--- src/rtl/seg7_scan_2digit.sv ---
// Two-digit multiplexed 7-segment driver: frame-coherent digit shadows,
// per-slot anode blanking, optional leading-zero blanking and blink.
module seg7_scan_2digit #(
  parameter int unsigned SCAN_DIV       = 50000,
  parameter int unsigned BLANK_CYC      = 16,
  parameter int unsigned BLINK_FRAMES   = 50,
  parameter int unsigned SEG_ACTIVE_LOW = 1,
  parameter int unsigned AN_ACTIVE_LOW  = 1,
  parameter int unsigned LZB            = 0
) (
  input  logic       clk,
  input  logic       reset,
  input  logic [3:0] dv,
  input  logic [3:0] ch,
  input  logic       blink,
  output logic [6:0] seg,
  output logic [1:0] an
);

  localparam int unsigned CNT_W = (SCAN_DIV > 2) ? $clog2(SCAN_DIV) : 1;
  localparam int unsigned BLK_W = (BLANK_CYC > 0) ? $clog2(BLANK_CYC + 1) : 1;
  localparam int unsigned FRM_W = (BLINK_FRAMES > 2) ? $clog2(BLINK_FRAMES) : 1;
  localparam logic [6:0]  SEG_OFF = (SEG_ACTIVE_LOW != 0) ? 7'h7F : 7'h00;
  localparam logic [1:0]  AN_OFF  = (AN_ACTIVE_LOW != 0) ? 2'b11 : 2'b00;

  logic [CNT_W-1:0] r_cnt;
  logic             r_sel;
  logic [BLK_W-1:0] r_blank_cnt;
  logic [FRM_W-1:0] r_frm_cnt;
  logic             r_phase;
  logic [3:0]       r_dv_q;
  logic [3:0]       r_ch_q;
  logic [6:0]       r_seg;
  logic [1:0]       r_an;

  logic             w_tick;
  logic             w_frame_end;
  logic             w_dark;
  logic [3:0]       w_digit;
  logic [6:0]       w_seg_hi;
  logic [1:0]       w_an_hi;
  logic [6:0]       w_seg;
  logic [1:0]       w_an;

  // Slot timing, digit select and active-high decode
  always_comb begin
    w_tick      = (r_cnt == CNT_W'(SCAN_DIV - 1));
    w_frame_end = w_tick && r_sel;
    w_digit     = r_sel ? r_ch_q : r_dv_q;
    case (w_digit)
      4'd0:    w_seg_hi = 7'h3F;
      4'd1:    w_seg_hi = 7'h06;
      4'd2:    w_seg_hi = 7'h5B;
      4'd3:    w_seg_hi = 7'h4F;
      4'd4:    w_seg_hi = 7'h66;
      4'd5:    w_seg_hi = 7'h6D;
      4'd6:    w_seg_hi = 7'h7D;
      4'd7:    w_seg_hi = 7'h07;
      4'd8:    w_seg_hi = 7'h7F;
      4'd9:    w_seg_hi = 7'h6F;
      default: w_seg_hi = 7'h40;
    endcase
    w_dark  = (r_blank_cnt != '0) || (blink && r_phase) ||
              ((LZB != 0) && r_sel && (r_ch_q == 4'd0));
    w_an_hi = r_sel ? 2'b10 : 2'b01;
    w_seg   = (SEG_ACTIVE_LOW != 0) ? ~w_seg_hi : w_seg_hi;
    if (w_dark) begin
      w_an = AN_OFF;
    end else begin
      w_an = (AN_ACTIVE_LOW != 0) ? ~w_an_hi : w_an_hi;
    end
  end

  // Scan state, shadows and blink phase; outputs lag state by one cycle
  always_ff @(posedge clk) begin
    if (reset) begin
      r_cnt       <= '0;
      r_sel       <= 1'b0;
      r_blank_cnt <= BLK_W'(BLANK_CYC);
      r_frm_cnt   <= '0;
      r_phase     <= 1'b0;
      r_dv_q      <= 4'd9;
      r_ch_q      <= 4'd9;
      r_seg       <= SEG_OFF;
      r_an        <= AN_OFF;
    end else begin
      r_seg <= w_seg;
      r_an  <= w_an;
      if (w_tick) begin
        r_cnt       <= '0;
        r_sel       <= ~r_sel;
        r_blank_cnt <= BLK_W'(BLANK_CYC);
      end else begin
        r_cnt <= r_cnt + CNT_W'(1);
        if (r_blank_cnt != '0) begin
          r_blank_cnt <= r_blank_cnt - BLK_W'(1);
        end
      end
      // Both digits of a frame come from one sample
      if (w_frame_end) begin
        r_dv_q <= dv;
        r_ch_q <= ch;
      end
      if (!blink) begin
        r_frm_cnt <= '0;
        r_phase   <= 1'b0;
      end else if (w_frame_end) begin
        if (r_frm_cnt == FRM_W'(BLINK_FRAMES - 1)) begin
          r_frm_cnt <= '0;
          r_phase   <= ~r_phase;
        end else begin
          r_frm_cnt <= r_frm_cnt + FRM_W'(1);
        end
      end
    end
  end

  assign seg = r_seg;
  assign an  = r_an;

endmodule

--- config.mk ---
export PLATFORM = sky130hd
export DESIGN_NAME = seg7_scan_2digit
export DESIGN_NICKNAME = d
export VERILOG_FILES = /design/src/rtl/seg7_scan_2digit.sv
export SDC_FILE = /design/constraint.sdc
export NUM_CORES = 1
export LEC_CHECK = 0
export BUFFER_PORTS_ARGS = -buffer_cell sky130_fd_sc_hd__buf_2
export CAP_MARGIN = 25
export CORE_UTILIZATION = 35
export DETAILED_ROUTE_END_ITERATION = 12
export SKIP_LAST_GASP = 1
export SLEW_MARGIN = 40
export SYNTH_ARGS = -nofsm -noshare
export SYNTH_HDL_FRONTEND = slang
export SYNTH_SLANG_ARGS = --single-unit
export TNS_END_PERCENT = 1
--- constraint.sdc ---
create_clock -name clk -period 4.1 [get_ports clk]
set_clock_uncertainty 0.05 [all_clocks]
set_input_delay 1.23 -clock clk [delete_from_list [all_inputs] [get_ports clk]]
set_output_delay 1.23 -clock clk [all_outputs]
set_load 0.01 [all_outputs]
* Yosys cells after proc, flatten, opt, wreduce, memory -nomap -nowiden
Memory sizes are Yosys's and may differ from the RTL's.
Index checks and enable logic that the tools add are counted.
** Storage, ports and cells
- Logic and storage cells :: 31
- Memories kept :: 1
- Output and inout bits :: 9
- Bits in registers :: 46
- Input bits :: 11
- Memory bits (read-only) :: 112
** Memories
- (name not given) :: depth 16, bits a word 7, read ports 1, clocked after Yosys merged registers in 0, write ports 0, RTL line 50 : case (w_digit)
** Cells by class
- Eq/ne operators :: 2
- Reductions and logical operators :: 8
- Bitwise operators :: 5
- Muxes and demuxes :: 3
- Add/subtract/negate cells :: 3
** Operator list (count)
- $add 16x1->16 const B :: 1
- $eq 16x16->1 const B :: 1
- $not 7->7 :: 1
- $add 6x1->6 const B :: 1
- $eq 6x6->1 const B :: 1
- $mux 6 :: 1
- $reduce_or 2->1 :: 3
- $reduce_bool 5->1 :: 1
- $sub 5x1->5 const B :: 1
- $mux 4 :: 1
- $not 1->1 :: 3
- $logic_and 1x1->1 :: 2
- $mux 2 :: 1
- $not 2->2 :: 1
- $reduce_and 2->1 :: 1
- $logic_or 1x1->1 :: 1

* Longest topological paths before layout
Gate-level depths: netlist (run 1).
- Depth in word-level cells :: 3
- Mapped depth :: 7
- Depth with buffers taken out :: 6

* Worst setup path after synthesis (run 1)
OpenSTA, ideal clock, no wires.
- Kind :: register to register
- From :: register r_cnt[5]
- To :: register r_frm_cnt[3]
- Buffers on the path :: 2
- Setup slack :: 1.985 ns
- Setup time :: 0.122 ns
- Data required time :: 3.928 ns
- Data arrival time :: 1.943 ns
- Clock period less this slack :: 2.115 ns
- Cell stages (with the launch flop) :: 7
- Path through :: dfxtp_1 -> or4_4 -> or4_4 -> buf_6 -> clkbuf_1 -> o21ai_0 -> a21oi_1
** On the way
- Cells in the longest elaborated chain, start to end :: 2
** Ends and longest elaborated chain
- start: declaration :: RTL line 26 : logic [CNT_W-1:0] r_cnt;
- start signal: assignment :: RTL line 94 : r_cnt <= r_cnt + CNT_W'(1);
- $eq 16x16->1 :: RTL line 47 : w_tick = (r_cnt == CNT_W'(SCAN_DIV - 1));
- $logic_and 1x1->1 :: RTL line 48 : w_frame_end = w_tick && r_sel;
- end signal: assignment :: RTL line 112 : r_frm_cnt <= r_frm_cnt + FRM_W'(1);
- end: declaration :: RTL line 29 : logic [FRM_W-1:0] r_frm_cnt;
Every way passes these cells.
A chain may end at the register's enable or synchronous reset.

* Worst setup path after layout (run 1)
- From :: register r_cnt[5]
- To :: register r_blank_cnt[3]
** On the way
- Cells in the longest elaborated chain, start to end :: 2
** Ends and longest elaborated chain
- $eq 16x16->1 :: RTL line 47
- $reduce_or 2->1 (no line)
- end signal: assignment :: RTL line 79 : r_blank_cnt <= BLK_W'(BLANK_CYC);
- end signal: assignment :: RTL line 92 : r_blank_cnt <= BLK_W'(BLANK_CYC);
- end signal: assignment :: RTL line 96 : r_blank_cnt <= r_blank_cnt - BLK_W'(1);
- end: declaration :: RTL line 28 : logic [BLK_W-1:0] r_blank_cnt;
Every way passes these cells.

==> results of run 1 <==
[registers in the layout (all words and copies together) (netlist names), 2 cells and up]
register,flops
r_blank_cnt,5
r_ch_q,4
an,2
r_dv_q,4
r_cnt,16
r_frm_cnt,6
seg,7
[layout by cell type, fill, tap and decap left out, types with 2 or more instances in the layout]
cell type  netlist  final
xnor2_1         10     10
clkbuf_8         0      5
a21oi_1         15     15
a211oi_1         2      2
xor2_1           6      6
or4_4            2      2
a211o_1          4      4
o21bai_1         2      2
ha_1             9      9
dfxtp_1         46     46
and4_1           2      2
o21ai_0          7      7
a21o_1           5      5
inv_1            7      7
or3_1            6      6
nand3_1         17     17
or4_1            4      4
nand4_1          6      6
mux2_2           3      3
and3_1           7      7
nor2_1          25     25
nand2b_1         3      3
clkbuf_1         6      2
buf_2            2     19
mux2i_1          4      4
nor3_1           6      6
nand2_1         17     17
[layout make-up]
type / count / area, µm² / share of cell area, %
multi-input combinational: 173 / 1120 / 47.4
clock buffer: 7 / 76.3 / 3.24
tap: 72 / 90.1 / 3.82
sequential: 46 / 921 / 39.1
timing repair buffer: 19 / 95.1 / 4.04
clock inverter: 1 / 30.0 / 1.27
inverter: 7 / 26.3 / 1.12
[per-layer routing]
metal / GRT usage (%) / part of all wire, %
met1: 18.5 / 53
met2: 21.0 / 43
met3: 3.77 / 3.5
met4: 3.27 / 0.65
met5: 0 / 0
[final timing paths]
check | from | end | slack (ns) | cells after the start
worst min-delay path | r_cnt[0] | r_cnt[0] | 0.41 | 1
worst max-delay path | r_cnt[5] | r_blank_cnt[3] | 1.72 | 4
worst max register to register | r_cnt[5] | r_blank_cnt[3] | 1.72 | 4
worst min register to register | r_cnt[0] | r_cnt[0] | 0.41 | 1
[critical path, stage by stage, from the launching register on]
cell,delay (ns)
dfxtp_1,0.35
or4_4,0.56
nor4_4,0.53
or2_1,0.61
nor3_1,0.13
[kinds of logic (layout without fill, tap and decap cells)]
kind of cell             Yosys count  in the layout  synth area share (%)
AND/OR/NAND/NOR                  103            103                  26.0
flip-flops                        46             46                  43.9
AO/OA/AOI/OAI                     38             38                  11.3
XOR/XNOR                          16             16                  6.67
buffers and inverters             16             34                  3.34
adder cells (fa/ha/maj)            9              9                  5.36
multiplexers                       7              7                  3.52
[where the power goes]
| part | total, mW | switching, mW | internal (mW) |
|---|---|---|---|
| Combinational | 0.0970 | 0.0493 | 0.0478 |
| Clock | 0.325 | 0.143 | 0.182 |
| Sequential | 0.493 | 0.0193 | 0.474 |
[stage by stage]
stage,instance area (µm²),hold slack (ns),setup WS [ns]
after floorplan,2100,0.368,1.99
after global placement,2240,0.390,1.58
after detailed placement,2240,0.399,1.48
after CTS,2350,0.411,1.48
after global routing,2360,0.423,1.54
final,2360,0.409,1.72
==> flow_summary.yaml, run 1 <==
cts:
  cts-root-buf: "clkbuf_8"
  cts_setup_buffers: 0
  htree_levels: 2
  clock_path_buffers: 2
  numCtsBuffers: 5
  cts_resized: 0
  clk_pin_slew_ns: 0.08
  hold_buffers: 0
  cts.sinks: 46
  cts_tree: "yes"
  worstSkewPairLatency_ns: 0.29
worst_setup_path:
  crit_type: "reg -> reg"
  required_ns: 4.21
  critPathMaxFanout: 20
  crit_arrival_ns: 2.49
  critPathLaunchType: "register"
  critPathCaptureType: "register"
yosys:
  netlist_instances: 235
  synth_cell_types: 38
  avgSynthCellArea_um2: 8.93
  synth_edf_count: 0
  synth_commonest_cells: "46 x dfxtp_1, 25 x nor2_1, 17 x nand2_1, 17 x nand3_1, 15 x a21oi_1"
  ys_seq_area_share_pct: 43.9
  ys_top_cells_by_area: "dfxtp_1 44%, ha_1 5.4%, nor2_1 4.5%, xnor2_1 4.2%, nand3_1 4.1%"
  syn_area_mm2: 0.00210
  synth_nets: 255
  netlist.area_leader.share_pct: 43.9
  synth.ff_latch_count: 46
  synthFlopType: "dfxtp_1"
  yosys.area.top_type: "dfxtp_1"
  yosysMostFrequentCell: "dfxtp_1"
  ys.warnings.count: 0
  synthArstFlopShare_pct: 0
placed_design:
  dp_hpwl_um: 2710
  io_buffer_count: 19
  gp_congestion: 0.752
  dp.cells: 317
layout:
  antennaDiodeCount: 0
  fin_util_pct: 41.8
  final_nets: 272
  fillers: 569
  stdcell_count: 325
  drive_gt1_share_pct: 12.6
  syn_to_final_growth_pct: 12.2
route:
  dr_total_vias: 1634
  via_per_inst: 5.03
  ant_nets: 0
  wl_per_cell_um: 11.8
  drc_errors: 0
  drt_first_pass_iters: 4
  drt_iter0_drc: 65
  routed_wl_um: 3820
die:
  rows: 27
  start_util_pct: 37.2
  ioPinCount: 20
  die_h_um: 79.5
  die_area_mm2: 0.00631
  die_w_um: 79.5
  core_mm2: 0.00564
sta:
  hold_viol: 0
  slew_headroom_pct: 55.5
  rsz0062_at_grt: "false"
  maxSlewViolCount: 0
  timing.fmax_mhz: 419
  tightest_slew_ns: 0.668
  period_minus_slack_ns: 2.38
  fin_setup_tns_ns: 0
  period_share_pct: 58.1
  setup_viol: 0
outcome:
  status: "completed"
run:
  cap_violations: 0
power_and_ir_drop:
  peakVddDrop_mv: 0.202
  leakage_nw: 0.841
  power_mw: 0.915
  power.density_mw_per_mm2: 389
grt:
  first_global_vias: 1535
  grt_pass1_wl_um: 6840
  gr-total-overflow: 0
  grt_max_degree: 23
  antenna_found_initial: 0
  grtUsageTotal_pct: 13.6
min_path:
  hold_class: "reg -> reg"
No activity file was read; power rests on OpenSTA's default activity.
==> inputs of run 2 (changes only) <==
==> constraint.sdc (replaced) <==
create_clock -name clk -period 2.2 [get_ports clk]
set_clock_uncertainty 0.05 [all_clocks]
set_input_delay 0.66 -clock clk [delete_from_list [all_inputs] [get_ports clk]]
set_output_delay 0.66 -clock clk [all_outputs]
set_load 0.01 [all_outputs]
==> run 2 against run 1 <==
Effect of this change: final area rose by 2.8%; non-clock buffer count rose by 12; sequential share of layout area fell by 1.0 points; combinational power rose by 93%; count of clock-buffer cells in the layout fell by 2; worst hold slack improved by 0.0025 ns; clock power rose by 60%; first-iteration DRC count fell by 15%; via count rose by 3.5%; critical path type unchanged; highest routed layer unchanged.
==> flow_summary.yaml, run 2 (synthesis gave the netlist of run 1 again) <==
worst_setup_path:
  critPathLaunchType: "register"
  timing.rr.start: "r_cnt[5]"
  r2r_slack_ns: 0.09
  critPathMaxFanout: 15
  crit_arrival_ns: 2.30
  required_ns: 2.39
  r2r_cells: 4
  crit_type: "reg -> reg"
  critPathCaptureType: "register"
  rr_endpoint: "r_frm_cnt[2]"
sta:
  hold_viol: 0
  fin_ws_ns: 0.0879
  fin_setup_tns_ns: 0
  hold_slack_ns: 0.412
  slew_headroom_pct: 70.5
  tightest_slew_ns: 0.430
  timing.fmax_mhz: 473
  setup_viol: 0
  period_share_pct: 96.0
  maxSlewViolCount: 0
  rsz0062_at_grt: "true"
  period_minus_slack_ns: 2.11
cts:
  clock_path_buffers: 2
  hold_buffers: 0
  numCtsBuffers: 5
  htree_levels: 2
  clk_pin_slew_ns: 0.10
  worstSkewPairLatency_ns: 0.30
  cts_tree: "yes"
  cts.sinks: 46
  cts_setup_buffers: 0
  cts-root-buf: "clkbuf_8"
route:
  drc_errors: 0
  drt_iter0_drc: 55
  routed_wl_um: 3990
  drt_first_pass_iters: 4
  dr_total_vias: 1692
  via_per_inst: 5.02
  ant_nets: 0
  wl_per_cell_um: 11.8
die:
  core_mm2: 0.00564
  ioPinCount: 20
  rows: 27
  die_h_um: 79.5
  die_area_mm2: 0.00631
  start_util_pct: 37.2
  die_w_um: 79.5
grt:
  grt_pass1_wl_um: 6960
  grtUsageTotal_pct: 13.9
  first_global_vias: 1561
  grt_max_degree: 21
  gr-total-overflow: 0
  antenna_found_initial: 0
placed_design:
  place_area_mm2: 0.00233
  pre_cts_ws_ns: -0.00956
  dp_hpwl_um: 2890
  io_buffer_count: 19
  gp_congestion: 0.790
layout:
  fin_area_mm2: 0.00242
  syn_to_final_growth_pct: 15.4
  layout_commonest_cell: "dfxtp_1"
  largest-register: "r_cnt"
  largest_reg_flops: 16
  antennaDiodeCount: 0
  final_nets: 284
  regArea_um2: 922
  layout_common_cells: "45 x dfxtp_1, 25 x nor2_1, 19 x buf_2"
  drive_gt1_share_pct: 17.7
  multiInputGateArea_mm2: 0.00111
  fillers: 569
run:
  cap_violations: 0
power_and_ir_drop:
  peakVddDrop_mv: 0.422
  power.density_mw_per_mm2: 669
  power_mw: 1.62
  leakage_nw: 0.896
min_path:
  hold_start: "r_cnt[0]"
  hold_class: "reg -> reg"
  holdPathEnd: "r_cnt[0]"
  hold_depth: 1
outcome:
  status: "completed"
==> run 2: cell type report <==
cell class                      instances  share of cell area, %
Timing Repair Buffer                   31                   7.64
Clock inverter                          3                  0.878
Sequential cell                        46                   38.1
Multi-Input combinational cell        173                   45.8
Clock buffer                            5                   2.84
Inverter                                7                   1.08
Tap cell                               72                   3.72
==> run 2: what timing repair did <==
item / 4_1_cts / 5_1_grt
endpoints found under the setup margin: 1 / 1
resized for setup: 0 / 1
hold endpoints to repair: 0 / 0
pin swaps: 1 / 0
==> run 2: power by group <==
group / leakage [nW] / total, mW / internal, mW / switching (mW)
Clock: 0.0441 / 0.519 / 0.224 / 0.295
Combinational: 0.476 / 0.187 / 0.0923 / 0.0947
Sequential: 0.376 / 0.916 / 0.883 / 0.0323
==> run 2: worst max-delay path by stage <==
stage              from           end  slack (ns)  cells past startpoint
6_report       r_cnt[5]  r_frm_cnt[2]        0.09                      4
5_1_grt        r_cnt[5]  r_frm_cnt[2]      -0.003                      4
4_1_cts           r_sel  r_frm_cnt[2]        0.07                      4
3_5_place_dp   r_cnt[5]  r_frm_cnt[2]       -0.01                      4
3_3_place_gp   r_cnt[5]  r_frm_cnt[2]        0.02                      4
2_1_floorplan  r_cnt[5]  r_frm_cnt[3]        0.09                      6
==> run 2: worst max-delay path, cell delays in order (launching register included) <==
cell,delay (ns)
dfxtp_1,0.32
or4_4,0.53
or4_4,0.52
or4_1,0.50
a21oi_1,0.15
==> run 2: per-layer routing <==
layer  up-vias  global-route usage [%]  wire [µm]
met1       780                    17.6       2030
met5         -                       0          0
met3         5                    3.43        134
li1        884                       -          -
met2        23                    23.2       1790
met4         0                    4.36         34
==> run 2: through the flow <==
| stage | std cells | util (%) |
|---|---|---|
| final | 337 | 42.9 |
| after global routing | 337 | 42.9 |
| after CTS | 337 | 42.9 |
| after detailed placement | 329 | 41.3 |
| after global placement | 329 | 41.3 |
| after floorplan | 235 | - |
==> inputs of run 3 (changes only) <==
--- a/config.mk
+++ b/config.mk
@@ -9,6 +9,7 @@
 export CAP_MARGIN = 25
 export CORE_UTILIZATION = 35
 export DETAILED_ROUTE_END_ITERATION = 12
+export PLACE_DENSITY = 0.62
 export SKIP_LAST_GASP = 1
 export SLEW_MARGIN = 40
 export SYNTH_ARGS = -nofsm -noshare
==> run 3 against run 2 <==
Effect of this change: combinational power barely moved; routed wire length fell by 1.6%; worst hold slack got worse by 0.0055 ns; count of clock-buffer cells in the layout did not move; critical endpoint unchanged; power fell by 2.4%; critical path depth did not move; maximum frequency barely moved; cell count rose by 0.30%; flip-flop and latch count did not move; die area did not move.
==> flow_summary.yaml, run 3 (synthesis gave the netlist of run 1 again) <==
worst_setup_path:
  slowest_stage: "or4_4"
  required_ns: 2.38
  max_stage_delay_ns: 0.53
  crit_arrival_ns: 2.29
  cp_top_family: "simple AND/OR/NAND/NOR gates"
  critPathCaptureType: "register"
  crit_type: "reg -> reg"
  critPathMaxFanout: 15
  path_buf_inv: 0
  worst_path_most_repeated_cell: "or4_4"
  cp_cell_sequence: "or4_4, or4_4, or4_1, a21oi_1"
  critPathLaunchType: "register"
grt:
  first_global_vias: 1682
  gr-total-overflow: 0
  grt_pass1_wl_um: 6980
  antenna_found_initial: 0
  grt_max_degree: 21
  grtUsageTotal_pct: 14.1
sta:
  period_share_pct: 96.0
  period_minus_slack_ns: 2.11
  timing.fmax_mhz: 473
  rsz0062_at_grt: "true"
  slew_headroom_pct: 69.0
  hold_viol: 0
  maxSlewViolCount: 0
  tightest_slew_ns: 0.452
  setup_viol: 0
route:
  via_per_inst: 5.07
  dr_total_vias: 1714
  drc_errors: 0
  ant_nets: 0
  routed_wl_um: 3930
  wl_per_cell_um: 11.6
  drt_iter0_drc: 72
  drt_first_pass_iters: 4
layout:
  antennaDiodeCount: 0
  final_nets: 286
  stdcell_count: 338
  largest-register: "r_cnt"
  layout_commonest_cell: "dfxtp_1"
  drive_gt1_share_pct: 17.7
  fillers: 577
  regArea_um2: 921
  fin_util_pct: 43.0
  syn_to_final_growth_pct: 15.5
  largest_reg_flops: 16
  layout_common_cells: "46 x dfxtp_1, 25 x nor2_1, 19 x buf_2"
  multiInputGateArea_mm2: 0.00111
die:
  die_h_um: 79.5
  ioPinCount: 20
  rows: 27
  die_w_um: 79.5
  core_mm2: 0.00564
  die_area_mm2: 0.00631
  start_util_pct: 37.2
run:
  cap_violations: 0
cts:
  worstSkewPairLatency_ns: 0.30
  cts_tree: "yes"
  htree_levels: 2
  clk_pin_slew_ns: 0.08
  numCtsBuffers: 5
  clock_path_buffers: 2
  cts-root-buf: "clkbuf_8"
  cts_setup_buffers: 0
  hold_buffers: 0
  cts.sinks: 46
power_and_ir_drop:
  p_int_mw: 1.19
  leakage_nw: 0.905
  p_seq_share_pct: 57.9
  clkPwrFrac_pct: 30.4
  pwr-share-comb_pct: 11.7
  peakVddDrop_mv: 0.556
  power.density_mw_per_mm2: 653
  net-switching-power_mw: 0.393
  power_mw: 1.58
  swShare_pct: 24.8
placed_design:
  gp_congestion: 0.849
  dp.cells: 331
  io_buffer_count: 19
  dp_hpwl_um: 2940
min_path:
  hold_class: "reg -> reg"
outcome:
  status: "completed"
run 3: worst paths after layout:
path             from      endpoint  slack (ns)  depth (start not counted)
max          r_cnt[5]  r_frm_cnt[2]        0.09                          4
min          r_cnt[0]      r_cnt[0]        0.41                          1
max reg2reg  r_cnt[5]  r_frm_cnt[2]        0.09                          4
min reg2reg  r_cnt[0]      r_cnt[0]        0.41                          1
run 3: timing repair:
item / in CTS / in global routing
resized for setup: 0 / 0
hold endpoints to repair: 0 / 0
pin swaps: 1 / 0
endpoints found under the setup margin: 1 / 1
run 3: metrics by stage:
step | area, µm² | TNS (ns) | setup WS (ns) | hold WS, ns
final | 2420 | 0 | 0.0875 | 0.406
after detailed placement | 2350 | 0 | 0.00203 | 0.400
after global routing | 2420 | -0.00224 | -0.00224 | 0.440
after global placement | 2350 | 0 | 0.0215 | 0.384
after CTS | 2420 | 0 | 0.0816 | 0.417
after floorplan | 2100 | 0 | 0.0852 | 0.368
run 3: cell type report:
class                   count  share of cell area (%)
clock buffers               5                    2.84
clock inverters             2                   0.413
inverters                   7                    1.08
multi-input cells         173                    45.7
flip-flops and latches     46                    38.0
well taps                  72                    3.72
repair buffers             33                    8.26
run 3: power groups by stage:
stage / Combinational, mW / Clock [mW] / Sequential [mW]
final: 0.185 / 0.481 / 0.917
after global routing: 0.213 / 0.538 / 0.923
after CTS: 0.188 / 0.505 / 0.918
after detailed placement: 0.188 / 0 / 0.937
after global placement: 0.186 / 0 / 0.935
after floorplan: 0.142 / 0 / 0.934
run 3: routing by layer:
| layer | global-route usage, % | vias to the layer above | share of wire, % |
|---|---|---|---|
| li1 | - | 886 | - |
| met1 | 16.6 | 803 | 49 |
| met2 | 24.1 | 20 | 47 |
| met3 | 3.54 | 5 | 2.9 |
| met4 | 5.64 | 0 | 1.1 |
| met5 | 0 | - | 0 |
